`config.mk`:
```
export PLATFORM = sky130hd
export DESIGN_NAME = enigma_step_ctrl
export DESIGN_NICKNAME = d
export VERILOG_FILES = /design/src/rtl/enigma_step_ctrl.sv
export SDC_FILE = /design/constraint.sdc
export NUM_CORES = 1
export LEC_CHECK = 0
export CORE_MARGIN = 2
export CORE_UTILIZATION = 51
export DETAILED_ROUTE_END_ITERATION = 7
export GPL_ROUTABILITY_DRIVEN = 0
export PLACE_DENSITY_LB_ADDON = 0.1
export SLEW_MARGIN = 0
export SYNTH_ARGS = -nofsm -noshare
export SYNTH_HDL_FRONTEND = slang
export SYNTH_SLANG_ARGS = --single-unit
```
`constraint.sdc`:
```
create_clock -name clk -period 4.8 [get_ports clk]
set_clock_uncertainty 0.2 [all_clocks]
set_input_delay 0.96 -clock clk [delete_from_list [all_inputs] [get_ports clk]]
set_output_delay 0.96 -clock clk [all_outputs]
set_load 0.005 [all_outputs]
```
`src/rtl/enigma_step_ctrl.sv`:
```
//------------------------------------------------------------------------------
// enigma_step_ctrl : Enigma keypress sequencer. Steps the three rotors (with
// the middle-rotor double-step), waits for the rotor chain to settle, then
// delivers the encrypted letter over a valid/ready handshake.
// Revision: 1.0
//------------------------------------------------------------------------------
`default_nettype none

module enigma_step_ctrl #(
  parameter logic [4:0] NOTCH_F       = 5'd16,
  parameter logic [4:0] NOTCH_M       = 5'd4,
  parameter int         SETTLE_CYCLES = 2
) (
  input  logic        clk,
  input  logic        rst_n,
  input  logic        key_valid,
  input  logic [4:0]  key_code,
  output logic        key_ready,
  input  logic        load_en,
  input  logic [4:0]  load_f,
  input  logic [4:0]  load_m,
  input  logic [4:0]  load_s,
  output logic [4:0]  pos_f,
  output logic [4:0]  pos_m,
  output logic [4:0]  pos_s,
  output logic [4:0]  path_in,
  input  logic [4:0]  path_out,
  output logic        char_valid,
  output logic [4:0]  char_out,
  input  logic        char_ready,
  output logic        err,
  output logic [15:0] char_count
);

  localparam int             CW         = (SETTLE_CYCLES > 1) ? $clog2(SETTLE_CYCLES) : 1;
  localparam logic [CW-1:0]  c_last_cnt = CW'(SETTLE_CYCLES - 1);

  typedef enum logic [1:0] {
    IDLE   = 2'd0,
    SETTLE = 2'd1,
    HOLD   = 2'd2
  } state_t;

  state_t          r_state;
  state_t          w_next;
  logic            r_started;
  logic [CW-1:0]   r_settle_cnt;
  logic [4:0]      r_pos_f, r_pos_m, r_pos_s;
  logic [4:0]      r_path_in;
  logic [4:0]      r_char_out;
  logic            r_char_valid;
  logic            r_err;
  logic [15:0]     r_char_count;

  logic            w_key_ready;
  logic            w_accept;
  logic            w_key_ok;
  logic            w_path_ok;
  logic            w_settle_done;
  logic            w_deliver;
  logic            w_carry_m;
  logic            w_carry_s;

  function automatic logic [4:0] f_inc(input logic [4:0] v);
    return (v >= 5'd25) ? 5'd0 : v + 5'd1;
  endfunction

  function automatic logic [4:0] f_mod26(input logic [4:0] v);
    return (v > 5'd25) ? v - 5'd26 : v;
  endfunction

  // r_started keeps key_ready low until the first edge after reset release
  assign w_key_ready   = r_started && (r_state == IDLE) && !load_en;
  assign w_accept      = key_valid && w_key_ready;
  assign w_key_ok      = (key_code != 5'd0) && (key_code <= 5'd26);
  assign w_path_ok     = (path_out != 5'd0) && (path_out <= 5'd26);
  assign w_settle_done = (r_state == SETTLE) && (r_settle_cnt == c_last_cnt);
  assign w_deliver     = (r_state == HOLD) && r_char_valid && char_ready;
  assign w_carry_m     = (r_pos_f == NOTCH_F) || (r_pos_m == NOTCH_M);
  assign w_carry_s     = (r_pos_m == NOTCH_M);

  always_ff @(posedge clk or negedge rst_n) begin
    if (!rst_n) begin
      r_state <= IDLE;
    end else begin
      r_state <= w_next;
    end
  end

  always_comb begin
    w_next = r_state;
    case (r_state)
      IDLE:    if (w_accept && w_key_ok) w_next = SETTLE;
      SETTLE:  if (w_settle_done)        w_next = HOLD;
      HOLD:    if (w_deliver)            w_next = IDLE;
      default: w_next = IDLE;
    endcase
  end

  always_ff @(posedge clk or negedge rst_n) begin
    if (!rst_n) begin
      r_started    <= 1'b0;
      r_settle_cnt <= '0;
      r_pos_f      <= 5'd0;
      r_pos_m      <= 5'd0;
      r_pos_s      <= 5'd0;
      r_path_in    <= 5'd0;
      r_char_out   <= 5'd0;
      r_char_valid <= 1'b0;
      r_err        <= 1'b0;
      r_char_count <= 16'd0;
    end else begin
      r_started <= 1'b1;
      r_err     <= (w_accept && !w_key_ok) || (w_settle_done && !w_path_ok);

      if (r_state == IDLE && load_en) begin
        r_pos_f <= f_mod26(load_f);
        r_pos_m <= f_mod26(load_m);
        r_pos_s <= f_mod26(load_s);
      end else if (w_accept && w_key_ok) begin
        r_path_in    <= key_code;
        r_settle_cnt <= '0;
        r_pos_f      <= f_inc(r_pos_f);
        if (w_carry_m) r_pos_m <= f_inc(r_pos_m);
        if (w_carry_s) r_pos_s <= f_inc(r_pos_s);
      end

      if (r_state == SETTLE && !w_settle_done) begin
        r_settle_cnt <= r_settle_cnt + 1'b1;
      end

      if (w_settle_done) begin
        r_char_out   <= path_out;
        r_char_valid <= 1'b1;
      end else if (w_deliver) begin
        r_char_valid <= 1'b0;
        if (r_char_count != 16'hFFFF) r_char_count <= r_char_count + 16'd1;
      end
    end
  end

  assign key_ready  = w_key_ready;
  assign pos_f      = r_pos_f;
  assign pos_m      = r_pos_m;
  assign pos_s      = r_pos_s;
  assign path_in    = r_path_in;
  assign char_valid = r_char_valid;
  assign char_out   = r_char_out;
  assign err        = r_err;
  assign char_count = r_char_count;

endmodule

`default_nettype wire

```
Yosys cells after proc, flatten, opt, wreduce, memory -nomap -nowiden
Index checks and enable logic that the tools add are counted.
{ "op_classes": {"n_mux": 23, "eq_ne": 9, "n_bitwise": 2, "add_sub_neg": 8, "magnitude_cmp": 8, "reduce_logical": 33} }
{ "ops": {"columns": ["op", "n"], "rows": [
  ["$mux W5", 14],
  ["$add A16 B1 Y16 const B", 1],
  ["$ne A16 B16 Y1 const B", 1],
  ["$add A5 B1 Y5 const B", 3],
  ["$ge A5 B5 Y1 const B", 3],
  ["$gt A5 B5 Y1 const B", 3],
  ["$sub A5 B5 Y5 const B", 3],
  ["$logic_and A1 B1 Y1", 13],
  ["$le A5 B5 Y1 const B", 2],
  ["$reduce_bool A2 Y1", 5],
  ["$reduce_bool A5 Y1", 2],
  ["$reduce_and A2 Y1", 4],
  ["$mux W2", 3],
  ["$pmux W2 S3", 1],
  ["$reduce_and A3 Y1", 2],
  ["$eq A5 B3 Y1 const B", 1],
  ["$eq A5 B5 Y1 const B", 1],
  ["$mux W1", 5],
  ["$logic_not A1 Y1", 4],
  ["$ne A2 B1 Y1 const B", 2],
  ["$ne A2 B2 Y1 const B", 2],
  ["$eq A2 B1 Y1 const B", 1],
  ["$eq A2 B2 Y1 const B", 1],
  ["$logic_not A2 Y1", 1],
  ["3 further kinds", 5]
]} }
{ "totals": {"input_bits": 30, "wordCells": 94, "ff_bits": 47} }

Depth between registers and ports, before layout
Gate-level depths: netlist (run 1).
{ "depth": {"depth_word": 8, "depth_mapped": 7, "mapped_depth_nobuf": 7} }

Least setup slack after synthesis (run 1)
Ideal clock, no wire load.
{ "synth_path": {"path_type": "input to register", "from": "in key_code[4]", "to": "reg r_pos_s[0], in the netlist pos_s[0]", "n_path_buf": 1, "path_stages": 6, "t_required_ns": 4.474, "t_arrival_ns": 2.248, "setup_slack_ns": 2.226, "path_cell_list": "or4_4 -> o22ai_4 -> o31a_1 -> buf_4 -> nor3_2 -> a221o_1"} }
{ "synth_via": {"elab_chain_cells": 5, "elab_cells_between_ends": 6, "classes_between": "order compare (1); reduce/logical (5)"} }
{ "synth_rtl": {"columns": ["item", "line", "source"], "rows": [
  ["from (decl)", "17", "input logic [4:0] key_code,"],
  ["$le A5 B5 Y1 or $reduce_bool A5 Y1 (tied branches)", "75", "assign w_key_ok = (key_code != 5'd0) && (key_code <= 5'd26);"],
  ["$logic_and A1 B1 Y1 (*)", "75", null],
  ["$logic_and A1 B1 Y1 (*)", "120", "end else if (w_accept && w_key_ok) begin"],
  ["$reduce_bool A2 Y1 (no line) (*)", null, null],
  ["$reduce_and A2 Y1 (no line) (*)", null, null],
  ["to (signal assigned)", "119", "r_pos_s <= f_mod26(load_s);"],
  ["to (signal assigned)", "125", "if (w_carry_s) r_pos_s <= f_inc(r_pos_s);"],
  ["to (decl)", "48", "logic [4:0] r_pos_f, r_pos_m, r_pos_s;"]
]} }
Every way passes the cells marked *; elsewhere a longest branch is shown, timed or not.
A chain may end at the register's enable or synchronous reset.

Worst setup path after layout (run 1)
{ "layout_path": {"from": "in load_en", "to": "out key_ready"} }
{ "layout_via": {"elab_chain_cells": 2} }
{ "layout_rtl": {"columns": ["item", "line", "source"], "rows": [
  ["from (decl)", "19", "input logic load_en,"],
  ["$logic_not A1 Y1", "73", "assign w_key_ready = r_started && (r_state == IDLE) && !load_en;"],
  ["$logic_and A1 B1 Y1", "73", null],
  ["to (decl)", "18", "output logic key_ready,"]
]} }
No other way between the ends.

==> results of run 1 <==
-- cells by family after synthesis --
group           Yosys count
flops                    47
mux                       9
buf+inv                  23
simple gates            122
fa+ha+maj                15
xor+xnor                 14
compound gates           62
other cells               1
-- metrics by stage --
| stage | worst slack, ns | area [µm²] |
|---|---|---|
| after floorplan | 2.226 | 2768 |
| after global placement | 1.404 | 3560 |
| after detailed placement | 1.367 | 3560 |
| after CTS | 1.361 | 3672 |
| after global routing | 1.305 | 3672 |
| final | 1.364 | 3672 |
-- cell type report --
type / instances / area share [%]
Clock buffer: 5 / 1.874
Clock inverter: 3 / 1.193
Inverter: 17 / 1.738
Multi-Input combinational cell: 223 / 40.82
Sequential cell: 47 / 32.03
Tap cell: 70 / 2.385
Timing Repair Buffer: 74 / 19.97
-- worst paths after layout --
| kind | start | endpoint | slack (ns) | cells after the start |
|---|---|---|---|---|
| worst min register to register | path_in[4]$_DFFE_PN0P_ | path_in[4]$_DFFE_PN0P_ | 0.29 | 2 |
| worst max-delay path | load_en | key_ready | 1.36 | 3 |
| max in group asynchronous | rst_n | pos_s[3]$_DFFE_PN0P_ | 3.12 | 1 |
| worst min-delay path | path_in[4]$_DFFE_PN0P_ | path_in[4]$_DFFE_PN0P_ | 0.29 | 2 |
| min in group asynchronous | rst_n | pos_m[2]$_DFFE_PN0P_ | 0.64 | 1 |
| worst max register to register | r_state[0]$_DFFE_PN0P_ | pos_m[3]$_DFFE_PN0P_ | 2.53 | 4 |
-- critical path, delay by kind of cell --
kind          cells  cell delay [ns]
buf+inv           2             1.03
simple gates      1             0.29
-- state kept, by name (all words and copies together) (netlist names) --
register and cells:
pos_s 5, err 1, path_in 5, r_settle_cnt 1
pos_f 5, char_out 5, pos_m 5, r_started 1
r_state 2, char_count 16, char_valid 1
-- placed cells by master (no fill, tap or decap), types with 3 or more instances in the layout --
cell type	n
o21ai_0	16
xor2_1	10
nor2b_1	4
a31oi_1	5
inv_1	17
nand2_1	39
nand4_1	6
clkdlybuf4s50_1	72
mux2_2	7
o211ai_1	3
nand3_1	24
nor3_1	8
clkbuf_8	5
and2_1	3
nor2_1	13
xnor2_1	4
nor3b_1	4
a21o_1	3
ha_1	15
a311o_1	3
a21oi_1	11
dfrtp_1	47
-- metal layers --
layer	vias up	wire (µm)
li1	1212	-
met1	1193	2786
met2	66	3067
met3	9	299
met4	0	85
met5	-	0
-- report_power, final --
part | switching, mW | total, mW | leakage, nW | internal, mW
logic | 0.283 | 0.699 | 0.935 | 0.416
registers | 0.164 | 0.693 | 0.598 | 0.529
clock network | 0.132 | 0.287 | 0.0581 | 0.155
total | 0.579 | 1.68 | 1.59 | 1.10
==> impl_metrics.ini, run 1 <==
[run_status]
status = finished, final reports clean

[worst_setup_path]
cp_slowest_stage_delay_ns = 0.55
critPathRequiredTime_ns = 3.64
crit_chain = clkdlybuf4s50_1, nor4b_4, clkdlybuf4s50_1
crit_fanout = 3
critPathMostFrequentCell = clkdlybuf4s50_1
slowest_stage = clkdlybuf4s50_1
criticalPathCategory = input port to primary output
end_kind = primary output
crit_path_start_kind = input port
worst_ep_arrival_time_ns = 2.28

[drt]
drtPass1Iterations = 4
dr_total_vias = 2480
wl_per_cell_um = 14.21
drt-total-wl_um = 6238
vias_per_cell = 5.649
drt_drc_violations_left = 0
final_antenna_net_count = 0
dr.first_iter.drc_count = 126

[floorplanning]
floorplan.initialDensity_pct = 53.51
die_w_um = 77.67
dieArea_um2 = 6032
core_um2 = 5172
fp.dieH_um = 77.67
io_pins = 74
rows = 26

[grt]
gr-total-overflow = 0
antenna_found_initial = 0
grt_pass1_vias = 2355
use_met1_pct = 28.89
grt_pass1_wl_um = 10830
met3_usage_pct = 4.651
gr-usage-met2_pct = 37.07
grt_max_degree = 48
top_usage_layer = met2
groute.usage.overall_pct = 22.13

[timing]
post-route-min-period_ns = 3.436
finalSetupTns_ns = 0
rsz0062_at_grt = no
worstMarginPinSlew_ns = 1.032
setup_viol_count_final = 0
slew_viol_final = 0
hold_violations = 0
finalCritPeriodShare_pct = 71.58
clock.fmax_mhz = 291.0
slew_headroom_pct = 31.18
whs_ns = 0.2876

[logic_synthesis]
synth_warnings = 0
synth_top_family_by_area = simple AND/OR/NAND/NOR gates
syn-cell-area_um2 = 2768
ys_seq_area_share_pct = 42.50
synth_area_leader_cell = dfrtp_1
ys_ff_latch = 47
synth_mux_area_share_pct = 3.571
syn-instance-count = 293
synth.most_common_cell = dfrtp_1
synth_top_area_share_pct = 42.50
synthTopCellsByCount = 47 x dfrtp_1, 39 x nand2_1, 24 x nand3_1, 17 x inv_1, 16 x o21ai_0
synth_edf_count = 0
synth_compound_area_share_pct = 15.73
synth_fa_ha_area_share_pct = 6.781
synthXorXnorAreaFrac_pct = 4.430
synth_nets = 338
synth-simple-area-share_pct = 23.51
postSynth.asyncResetShare_pct = 100.0
ys_types = 54
synthTopCellsByArea = dfrtp_1 42%, ha_1 6.8%, nand2_1 5.3%
synthFlopType = dfrtp_1
avgSynthCellArea_um2 = 9.446

[cts]
cts_setup_buffers = 0
tritoncts = done
htree_levels = 2
cts_hold_buf = 0
ctsResizeCount = 0
cts_max_path_buffers = 2
clock_sinks = 47
clockRootBuffer = clkbuf_8
numCtsBuffers = 5
clkTransAtPathRegs_ns = 0.09
clock_latency_ns = 0.29

[cells_and_area]
syn2layout_area_growth_pct = 32.69
finish.utilization_pct = 71.00
final_nets = 413
multi_input_area_um2 = 1499
drive_gt1_share_pct = 6.775
fillers = 407
antenna_cells = 0
finalNonFillerCells = 439
ff_latch_area_um2 = 1176

[placed_design]
dp.cells = 431
io_buffers = 73
hpwl_um = 4682

[pwr]
vdd_ir_drop_max_mv = 0.2752
finalPower_mw = 1.679
p_leak_nw = 1.591
power_density_nw_per_um2 = 457.2

[job]
max-cap-violations = 0

[min_path]
hold_path_class = flip-flop to flip-flop
(Power assumes the default switching activity.)
==> run 2: changes to the inputs <==
CORE_UTILIZATION = 49   (was 51)
clock period = 3.58 ns   (was 4.8 ns; I/O delays follow)
==> impl_metrics.ini, run 2 (synthesis gave the netlist of run 1 again) <==
[floorplanning]
die_w_um = 79.16
rows = 27
floorplan.initialDensity_pct = 50.57
io_pins = 74
fp.dieH_um = 79.16
dieArea_um2 = 6266
core_um2 = 5473

[timing]
slew_headroom_pct = 29.44
worstMarginPinSlew_ns = 1.058
hold_violations = 0
clock.fmax_mhz = 333.9
post-route-min-period_ns = 2.995
slew_viol_final = 0
rsz0062_at_grt = no
setup_viol_count_final = 0
finalCritPeriodShare_pct = 83.66
finalSetupTns_ns = 0
setup_slack_ns = 0.5849

[drt]
drtPass1Iterations = 4
drt_drc_violations_left = 0
drt-total-wl_um = 6065
final_antenna_net_count = 0
vias_per_cell = 5.483
wl_per_cell_um = 13.75
dr.first_iter.drc_count = 158
dr_total_vias = 2418

[cts]
cts_hold_buf = 0
htree_levels = 2
cts_setup_buffers = 0
clkTransAtPathRegs_ns = 0.08
clock_sinks = 47
cts_max_path_buffers = 2
numCtsBuffers = 5
tritoncts = done
ctsResizeCount = 0
clock_latency_ns = 0.30
clockRootBuffer = clkbuf_8

[cells_and_area]
drive_gt1_share_pct = 6.233
design_area_um2 = 3643
multi_input_area_um2 = 1499
finish.utilization_pct = 66.58
syn2layout_area_growth_pct = 31.65
fillers = 457
antenna_cells = 0
final_common_cell = clkdlybuf4s50_1
ff_latch_area_um2 = 1176
final_nets = 413
largest_register_ffs = 16
final_cell_mix = 72 x clkdlybuf4s50_1, 47 x dfrtp_1, 39 x nand2_1

[worst_setup_path]
r2r-start = r_state[0]$_DFFE_PN0P_
criticalPathCategory = input port to primary output
worst_ep_arrival_time_ns = 2.08
end_kind = primary output
crit_fanout = 3
critPathLaunch = load_en
critPathRequiredTime_ns = 2.66
crit_path_start_kind = input port

[run_status]
status = finished, final reports clean

[grt]
gr-total-overflow = 0
grt_max_degree = 48
antenna_found_initial = 0
groute.usage.overall_pct = 20.44
grt_pass1_wl_um = 10260
grt_pass1_vias = 2262

[pwr]
p_leak_nw = 1.575
finalPower_mw = 2.173
vdd_ir_drop_max_mv = 0.3546
power_density_nw_per_um2 = 596.5

[job]
max-cap-violations = 0

[placed_design]
dp_slack_ns = 0.4778
hpwl_um = 4497
io_buffers = 73
place_area_um2 = 3562

[min_path]
hp-start = path_in[1]$_DFFE_PN0P_
hold_path_class = flip-flop to flip-flop
==> run 2: cell count changes in the layout (fill, tap and decap cells not counted), sizes merged <==
cell,before,now
clkinv,2,1
bufinv,1,0
clkbuf,5,7
==> run 2: stage by stage <==
step	hold slack (ns)	std cells
5_1_grt	0.3193	441
2_1_floorplan	0.2204	293
3_3_place_gp	0.2552	433
4_1_cts	0.2979	441
6_report	0.2940	441
3_5_place_dp	0.2794	433
==> run 2: layout make-up <==
type / instances / area share, %
Multi-Input combinational cell: 223 / 41.14
Sequential cell: 47 / 32.28
Timing Repair Buffer: 74 / 20.12
Tap cell: 72 / 2.473
Clock buffer: 7 / 2.095
Inverter: 17 / 1.751
Clock inverter: 1 / 0.1374
==> run 2: worst max-delay path, stage by stage <==
cell,delay [ns]
clkdlybuf4s50_1,0.47
nor4b_4,0.33
clkdlybuf4s50_1,0.57
==> run 2: power by group <==
group	internal, mW	leakage, nW	switching [mW]	total [mW]
clock	0.137	0.0422	0.172	0.310
combinational	0.559	0.935	0.371	0.930
sequential	0.709	0.598	0.224	0.933
==> run 2: worst paths after layout <==
check                                          end  slack, ns  cells past startpoint
hold / removal              path_in[1]$_DFFE_PN0P_       0.29                      2
min in group asynchronous     pos_f[2]$_DFFE_PN0P_       0.40                      1
setup reg to reg              pos_m[3]$_DFFE_PN0P_       1.30                      4
setup / recovery                         key_ready       0.58                      3
max in group asynchronous  char_out[0]$_DFFE_PN0P_       2.13                      1
hold reg to reg             path_in[1]$_DFFE_PN0P_       0.29                      2
==> run 2: per-layer routing <==
metal	wire (µm)	GRT usage, %	vias up
li1	-	-	1213
met3	280	4.318	8
met2	2710	31.10	47
met5	0	0	-
met1	3007	29.23	1150
met4	66	6.552	0
==> run 3: changes to the inputs <==
clock period = 3 ns   (was 3.58 ns; I/O delays follow)
==> impl_metrics.ini, run 3 (synthesis gave the netlist of run 1 again) <==
[run_status]
status = finished, final reports clean

[pwr]
power_switching_share_pct = 34.55
finalPower_mw = 2.650
seq_power_share_pct = 42.2
power_density_nw_per_um2 = 712.8
p_leak_nw = 1.618
pwr-share-clk_pct = 15.6
vdd_ir_drop_max_mv = 0.4254
comb_power_share_pct = 42.2
p_int_mw = 1.734
power.switching_mw = 0.9156

[worst_setup_path]
criticalPathCategory = input port to primary output
critPathMostFrequentCell = clkdlybuf4s50_1
slowest_stage = clkdlybuf4s50_1
worst_ep_arrival_time_ns = 1.94
crit_path_start_kind = input port
cp_slowest_stage_delay_ns = 0.57
crit_chain = clkdlybuf4s50_1, nor4b_4, clkdlybuf4s50_1
path_buf_inv = 2
end_kind = primary output
crit_fanout = 3
path_delay_family = buffers and inverters
critPathRequiredTime_ns = 2.20

[timing]
setup_viol_count_final = 0
post-route-min-period_ns = 2.744
clock.fmax_mhz = 364.5
slew_headroom_pct = 64.95
slew_viol_final = 0
setup_slack_ns = 0.2562
hold_violations = 0
finalCritPeriodShare_pct = 91.46
finalSetupTns_ns = 0
rsz0062_at_grt = no
worstMarginPinSlew_ns = 0.5203

[cts]
clockRootBuffer = clkbuf_8
numCtsBuffers = 5
tritoncts = done
htree_levels = 2
cts_setup_buffers = 0
clock_sinks = 47
cts_max_path_buffers = 2
ctsResizeCount = 0
clock_latency_ns = 0.30
clkTransAtPathRegs_ns = 0.08
cts_hold_buf = 1

[cells_and_area]
final_nets = 420
syn2layout_area_growth_pct = 34.31
antenna_cells = 0
largest_register_ffs = 16
drive_gt1_share_pct = 7.979
ff_latch_area_um2 = 1176
fillers = 483
finalNonFillerCells = 448
multi_input_area_um2 = 1499
final_cell_mix = 72 x clkdlybuf4s50_1, 47 x dfrtp_1, 39 x nand2_1
final_common_cell = clkdlybuf4s50_1

[floorplanning]
floorplan.initialDensity_pct = 50.57
die_w_um = 79.16
dieArea_um2 = 6266
fp.dieH_um = 79.16
io_pins = 74
core_um2 = 5473
rows = 27

[grt]
antenna_found_initial = 0
groute.usage.overall_pct = 20.42
gr-total-overflow = 0
grt_max_degree = 22
grt_pass1_wl_um = 10240
grt_pass1_vias = 2304

[drt]
final_antenna_net_count = 0
drt-total-wl_um = 6024
drt_drc_violations_left = 0
wl_per_cell_um = 13.45
dr_total_vias = 2437
drtPass1Iterations = 4
dr.first_iter.drc_count = 79
vias_per_cell = 5.440

[job]
max-cap-violations = 0

[placed_design]
dp_slack_ns = 0.1347
io_buffers = 73
hpwl_um = 4558
dp.cells = 439

[min_path]
hold_path_class = flip-flop to flip-flop
[run 3: cell types whose count changed in the layout (fill, tap and decap cells not counted)]
cell	previous run	this run
clkbuf_1	2	1
dlygate4sd3_1	0	1
clkinv_2	1	0
clkbuf_8	5	7
buf_4	1	7
[run 3: metal layers]
metal | track usage, % | part of all wire [%] | routed length (µm)
met5 | 0 | 0 | 0
met4 | 6.552 | 0.96 | 58
met3 | 3.977 | 4.5 | 271
met2 | 33.64 | 47 | 2856
met1 | 27.13 | 47 | 2837
[run 3: final cells by class]
type / instances / area share (%)
Timing Repair Buffer: 81 / 21.20
Inverter: 17 / 1.717
Sequential cell: 47 / 31.64
Clock buffer: 8 / 2.693
Tap cell: 72 / 2.423
Multi-Input combinational cell: 223 / 40.32
[run 3: final timing paths]
kind	from	to	slack [ns]	cells past startpoint
min in group asynchronous	rst_n	pos_f[2]$_DFFE_PN0P_	0.48	2
max	load_en	key_ready	0.26	3
min	path_in[0]$_DFFE_PN0P_	path_in[0]$_DFFE_PN0P_	0.28	2
min reg2reg	path_in[0]$_DFFE_PN0P_	path_in[0]$_DFFE_PN0P_	0.28	2
max reg2reg	r_state[0]$_DFFE_PN0P_	pos_s[3]$_DFFE_PN0P_	0.86	5
max in group asynchronous	rst_n	char_count[5]$_DFFE_PN0P_	1.56	3
[run 3: worst register-to-register path: stages (launching register included)]
cell	delay, ns
dfrtp_1	0.47
nor4b_4	0.38
nand2_1	0.21
o31a_1	0.43
o21ai_0	0.19
o21ai_0	0.13
[run 3: power by group through the flow]
stage,Sequential (mW),Combinational [mW],Clock [mW]
finish,1.12,1.12,0.412
global route,1.16,1.25,0.459
floorplan,1.09,0.541,0
CTS,1.11,1.13,0.431
detailed placement,1.12,1.13,0
global placement,1.11,1.11,0
[run 3: metrics by stage]
step | area, µm² | utilization (%) | hold slack (ns)
4_1_cts | 3717 | 67.92 | 0.2830
5_1_grt | 3717 | 67.92 | 0.3103
3_3_place_gp | 3607 | 65.91 | 0.2571
6_report | 3717 | 67.92 | 0.2762
3_5_place_dp | 3607 | 65.91 | 0.2614
2_1_floorplan | 2768 | - | 0.1044
